[src/rtl/btn_event_gen_if.sv]
// Button event bundle: debounced level in, one-cycle event pulses and held level out.
// Latency: none, this is wiring only.
// Backpressure: none; the level is sampled every cycle and the pulses cannot be stalled.
interface btn_event_gen_if;
  logic btn_clean;
  logic press_pulse;
  logic release_pulse;
  logic click_pulse;
  logic long_pulse;
  logic repeat_pulse;
  logic held;

  // Producer of the button level and consumer of the events.
  modport master (
    output btn_clean,
    input  press_pulse, release_pulse, click_pulse, long_pulse, repeat_pulse, held
  );

  // Event generator side.
  modport slave (
    input  btn_clean,
    output press_pulse, release_pulse, click_pulse, long_pulse, repeat_pulse, held
  );
endinterface

[src/rtl/btn_event_gen.sv]
// Turns a debounced button level into press/release/click/long-press/auto-repeat pulses.
// Latency: every output is registered, so each event appears one cycle after the edge that samples its cause.
// Backpressure: none; the level is sampled every cycle and the pulses cannot be stalled.
module btn_event_gen #(
  parameter logic [23:0] LONG_LIMIT    = 24'd10_000_000,
  parameter logic [23:0] REPEAT_PERIOD = 24'd2_500_000,
  parameter bit          REPEAT_EN     = 1'b1
) (
  input logic           clk,
  input logic           rst,
  btn_event_gen_if.slave bus
);

  typedef enum logic [1:0] {IDLE, SHORT, LONG} state_t;

  localparam logic [23:0] LONG_LAST   = LONG_LIMIT - 24'd1;
  localparam logic [23:0] REPEAT_LAST = REPEAT_PERIOD - 24'd1;

  state_t      state;
  logic [23:0] cnt;
  logic        btn_q;
  logic        rise;

  // A press is a rising edge relative to last cycle's level. Because btn_q
  // tracks the input through reset, a button already down at reset never
  // counts as a press.
  assign rise = bus.btn_clean & ~btn_q;

  // Press/hold FSM with registered pulse and held outputs.
  always_ff @(posedge clk) begin
    if (rst) begin
      state             <= IDLE;
      cnt               <= '0;
      btn_q             <= bus.btn_clean;
      bus.press_pulse   <= 1'b0;
      bus.release_pulse <= 1'b0;
      bus.click_pulse   <= 1'b0;
      bus.long_pulse    <= 1'b0;
      bus.repeat_pulse  <= 1'b0;
      bus.held          <= 1'b0;
    end else begin
      btn_q             <= bus.btn_clean;
      bus.press_pulse   <= 1'b0;
      bus.release_pulse <= 1'b0;
      bus.click_pulse   <= 1'b0;
      bus.long_pulse    <= 1'b0;
      bus.repeat_pulse  <= 1'b0;
      case (state)
        IDLE: begin
          if (rise) begin
            state           <= SHORT;
            cnt             <= '0;
            bus.press_pulse <= 1'b1;
            bus.held        <= 1'b1;
          end
        end
        SHORT: begin
          // Release is checked first so a release landing on the threshold
          // cycle is still reported as a click.
          if (!bus.btn_clean) begin
            state             <= IDLE;
            cnt               <= '0;
            bus.release_pulse <= 1'b1;
            bus.click_pulse   <= 1'b1;
            bus.held          <= 1'b0;
          end else if (cnt == LONG_LAST) begin
            state          <= LONG;
            cnt            <= '0;
            bus.long_pulse <= 1'b1;
          end else begin
            cnt <= cnt + 24'd1;
          end
        end
        LONG: begin
          if (!bus.btn_clean) begin
            state             <= IDLE;
            cnt               <= '0;
            bus.release_pulse <= 1'b1;
            bus.held          <= 1'b0;
          end else if (REPEAT_EN) begin
            if (cnt == REPEAT_LAST) begin
              cnt              <= '0;
              bus.repeat_pulse <= 1'b1;
            end else begin
              cnt <= cnt + 24'd1;
            end
          end else begin
            cnt <= '0;
          end
        end
        default: begin
          state    <= IDLE;
          cnt      <= '0;
          bus.held <= 1'b0;
        end
      endcase
    end
  end

endmodule

[src/flat_wrapper.sv]
// flat-port wrapper written by rule: the top's interface ports become plain ports
module btn_event_gen_flat 
#(
  parameter logic [23:0] LONG_LIMIT    = 24'd10_000_000,
  parameter logic [23:0] REPEAT_PERIOD = 24'd2_500_000,
  parameter bit          REPEAT_EN     = 1'b1
)
  (clk, rst, bus_btn_clean, bus_press_pulse, bus_release_pulse, bus_click_pulse, bus_long_pulse, bus_repeat_pulse, bus_held);
  btn_event_gen_if bus_i ();
  input logic clk;
  input logic rst;
  input wire logic [$bits(bus_i.btn_clean)-1:0] bus_btn_clean;
  output wire logic [$bits(bus_i.press_pulse)-1:0] bus_press_pulse;
  output wire logic [$bits(bus_i.release_pulse)-1:0] bus_release_pulse;
  output wire logic [$bits(bus_i.click_pulse)-1:0] bus_click_pulse;
  output wire logic [$bits(bus_i.long_pulse)-1:0] bus_long_pulse;
  output wire logic [$bits(bus_i.repeat_pulse)-1:0] bus_repeat_pulse;
  output wire logic [$bits(bus_i.held)-1:0] bus_held;
  assign bus_i.btn_clean = bus_btn_clean;
  assign bus_press_pulse = bus_i.press_pulse;
  assign bus_release_pulse = bus_i.release_pulse;
  assign bus_click_pulse = bus_i.click_pulse;
  assign bus_long_pulse = bus_i.long_pulse;
  assign bus_repeat_pulse = bus_i.repeat_pulse;
  assign bus_held = bus_i.held;
  btn_event_gen #(.LONG_LIMIT(LONG_LIMIT), .REPEAT_PERIOD(REPEAT_PERIOD), .REPEAT_EN(REPEAT_EN)) u_core (.clk(clk), .rst(rst), .bus(bus_i));
endmodule
[config.mk]
export PLATFORM = sky130hd
export DESIGN_NAME = btn_event_gen_flat
export DESIGN_NICKNAME = d
export VERILOG_FILES = /design/src/rtl/btn_event_gen_if.sv /design/src/rtl/btn_event_gen.sv /design/src/flat_wrapper.sv
export SDC_FILE = /design/constraint.sdc
export NUM_CORES = 1
export LEC_CHECK = 0
export BUFFER_PORTS_ARGS = -buffer_cell sky130_fd_sc_hd__buf_2
export CAP_MARGIN = 5
export CORE_UTILIZATION = 54
export CTS_CLUSTER_SIZE = 40
export DETAILED_ROUTE_END_ITERATION = 6
export GPL_TIMING_DRIVEN = 1
export PLACE_DENSITY_LB_ADDON = 0.3
export SETUP_SLACK_MARGIN = 0.1
export SLEW_MARGIN = 20
export SYNTH_ARGS = -nofsm -noshare
export SYNTH_HDL_FRONTEND = slang
export SYNTH_SLANG_ARGS = --single-unit
export TNS_END_PERCENT = 30
[constraint.sdc]
create_clock -name clk -period 2.1 [get_ports clk]
set_clock_uncertainty 0.05 [all_clocks]
set_input_delay 0.42 -clock clk [delete_from_list [all_inputs] [get_ports clk]]
set_output_delay 0.42 -clock clk [all_outputs]
set_load 0.01 [all_outputs]
==> impl_metrics.ini <==
[worst_setup_path]
startpoint_type = flip-flop
slowest_delay_ns = 0.54
crit_family = simple AND/OR/NAND/NOR gates
arrival_ns = 2.32
crit_buf_inv = 1
endpoint_kind = flip-flop
cp_max_fo = 21
required_ns = 2.29
critical_path_class = reg -> reg
cpMaxStageDelayCell = or4bb_4
crit_chain = or4bb_4 -> nor4_4 -> a31oi_4 -> o31ai_4 -> buf_12 -> nor2_2

[floorplan]
dieArea_um2 = 3329
dieHeight_um = 57.70
initial_core_util = 0.5873
core_region_area_um2 = 2853
io_pins = 9
die_w_um = 57.70
rows = 19

[cts]
cts_made_buffers = 5
hold_buffers = 0
clockBufferDepth = 2
htreeDepth = 2
cts_tree = yes
clk_latency_ns = 0.34
cts_root_buf = clkbuf_4
cts_sinks = 33
clkSlewWorstSetupHoldPaths_ns = 0.10

[synth]
ys_ff_latch = 33
synth_fp_nets = 195
synth_area_per_cell_um2 = 8.911
synth_cells = 188
synth_edf_count = 0
netlist_area_um2 = 1675
synth_cell_types = 40
ys_warn_count = 0
synthArstFlopShare = 0
ys.flop_type = dfxtp_1
yosysSeqAreaShare = 0.3943

[final_layout]
final_util = 0.6868
seq_area_um2 = 665.6
final_cell_mix = dfxtp_1 (29), nor2_1 (22), buf_4 (18)
finalInstanceArea_um2 = 1959
layout-area-overhead-vs-synth_pct = 16.95
final_common_cell = dfxtp_1
antenna_cells = 0
nFillCells = 247
nNetsFinal = 222
layout-drive-gt1-share = 0.2593
multi_input_area_um2 = 967.2

[routing]
drc = 1
vias = 1443
post_drt_wl_per_cell_um = 14.91
dr.pass1.iters = 6
routed_wl_um = 3683
final_antenna_net_count = 0
drt_iter0_markers = 52
vias_per_cell = 5.842

[sta]
hold_viol = 0
timing.final.crit_share = 1.015
grt_setup_unrepaired = true
drv_slew = 0
timing.setup.tns_ns = -0.4422
slew_headroom = 0.5685
setup_violations = 21
fin_crit_ns = 2.131
tightest_slew_ns = 0.6383
finalWorstSetupSlack_ns = -0.03104
max_freq_ghz = 0.4693

[place]
io_buffers = 8
gp_congestion = 0.8516
pre_cts_slack_ns = 0.001687
placed_area_um2 = 1872
dp_hpwl_um = 2704

[outcome]
status = finished with violations
violations = DRC, setup timing

[run]
cap_viol_max_count = 0

[power]
power.density_nw_per_um2 = 655.4
report.power.total_w = 0.001284
ir_drop_mv = 0.4966
leakage_nw = 0.6928

[grt]
grt_overflow = 0
track_usage = 0.2407
grt_pass1_vias = 1321
grt_max_degree = 22
antenna_found_initial = 0
grt_pass1_wl_um = 6065

[worst_hold_path]
worstHoldPathType = in -> reg
-- kinds of logic after synthesis --
family,after synthesis,share of synthesized area
simple gates,96,0.3226
flops,33,0.3943
compound gates,22,0.1060
xor+xnor,20,0.1046
buf+inv,13,0.04256
fa+ha+maj,4,0.02987
-- synthesized netlist by cell type (all sizes together) (3+ instances only) --
| master | n | area [um2] |
|---|---|---|
| nor2 | 28 | 112.6 |
| inv | 6 | 22.52 |
| nor4 | 3 | 48.80 |
| nor4b | 4 | 35.03 |
| buf | 3 | 33.78 |
| xnor2 | 13 | 113.9 |
| nor3 | 8 | 40.04 |
| ha | 4 | 50.05 |
| clkbuf | 4 | 15.01 |
| nand2 | 16 | 60.06 |
| and2 | 4 | 26.28 |
| nand3 | 10 | 50.05 |
| nand4 | 8 | 50.05 |
| a21oi | 8 | 40.04 |
| dfxtp | 33 | 660.6 |
| xor2 | 7 | 61.31 |
| o21ai | 3 | 15.01 |
| and3 | 5 | 31.28 |
-- state kept, by name (all words and copies together) (netlist names) --
name / flops
u_core.bus.long_pulse: 1
u_core.bus.held: 1
u_core.bus.press_pulse: 1
u_core.state: 2
u_core.cnt: 24
u_core.bus.click_pulse: 1
u_core.bus.release_pulse: 1
u_core.bus.repeat_pulse: 1
u_core.btn_q: 1
-- final timing paths --
| check | from | cells after the start | slack [ns] | end |
|---|---|---|---|---|
| setup reg to reg | u_core.cnt[8] | 6 | -0.03 | u_core.cnt[8] |
| setup / recovery | u_core.cnt[8] | 6 | -0.03 | u_core.cnt[8] |
| hold reg to reg | u_core.bus.held | 2 | 0.44 | u_core.bus.held |
| hold / removal | bus_btn_clean | 2 | 0.28 | u_core.btn_q |
-- layer usage --
metal / vias up / routed length [um] / GRT usage
met2: 41 / 1840 / 0.4103
met5: - / 0 / 0
met3: 10 / 146 / 0.04688
met4: 0 / 85 / 0.1259
met1: 673 / 1610 / 0.2877
li1: 719 / - / -
-- worst register-to-register path, cell delays in order (launching register included) --
cell and delay (ns):
dfxtp_2 0.34, or4bb_4 0.54, nor4_4 0.35, a31oi_4 0.18
o31ai_4 0.31, buf_12 0.20, nor2_2 0.06
-- metrics by stage --
step	std cells	hold WS, ns
2_1_floorplan	188	0.3969
3_3_place_gp	238	0.4127
6_report	247	0.2755
3_5_place_dp	238	0.4325
5_1_grt	247	0.2905
4_1_cts	246	0.2839
-- cell type report --
cell class              instances  share of cell area
multi-input cells             142              0.4936
inverters                       6             0.01149
well taps                      31             0.01980
repair buffers                 27             0.09962
flip-flops and latches         33              0.3397
clock inverters                 1            0.002554
clock buffers                   7             0.03321
-- report_power, final --
group | leakage, nW | switching (W) | total (W) | internal [W]
registers | 0.269 | 0.0000116 | 0.000655 | 0.000644
logic | 0.383 | 0.000136 | 0.000219 | 0.0000837
clock network | 0.0413 | 0.000216 | 0.000410 | 0.000194
-- what timing repair did --
| item | CTS | global route |
|---|---|---|
| pin swaps | 7 | 7 |
| hold endpoints to repair | 0 | 0 |
| resized for setup | 3 | 2 |
| endpoints found under the setup margin | 24 | 26 |
| setup buffers | 0 | 1 |
Power figures use the tool's default switching activity.
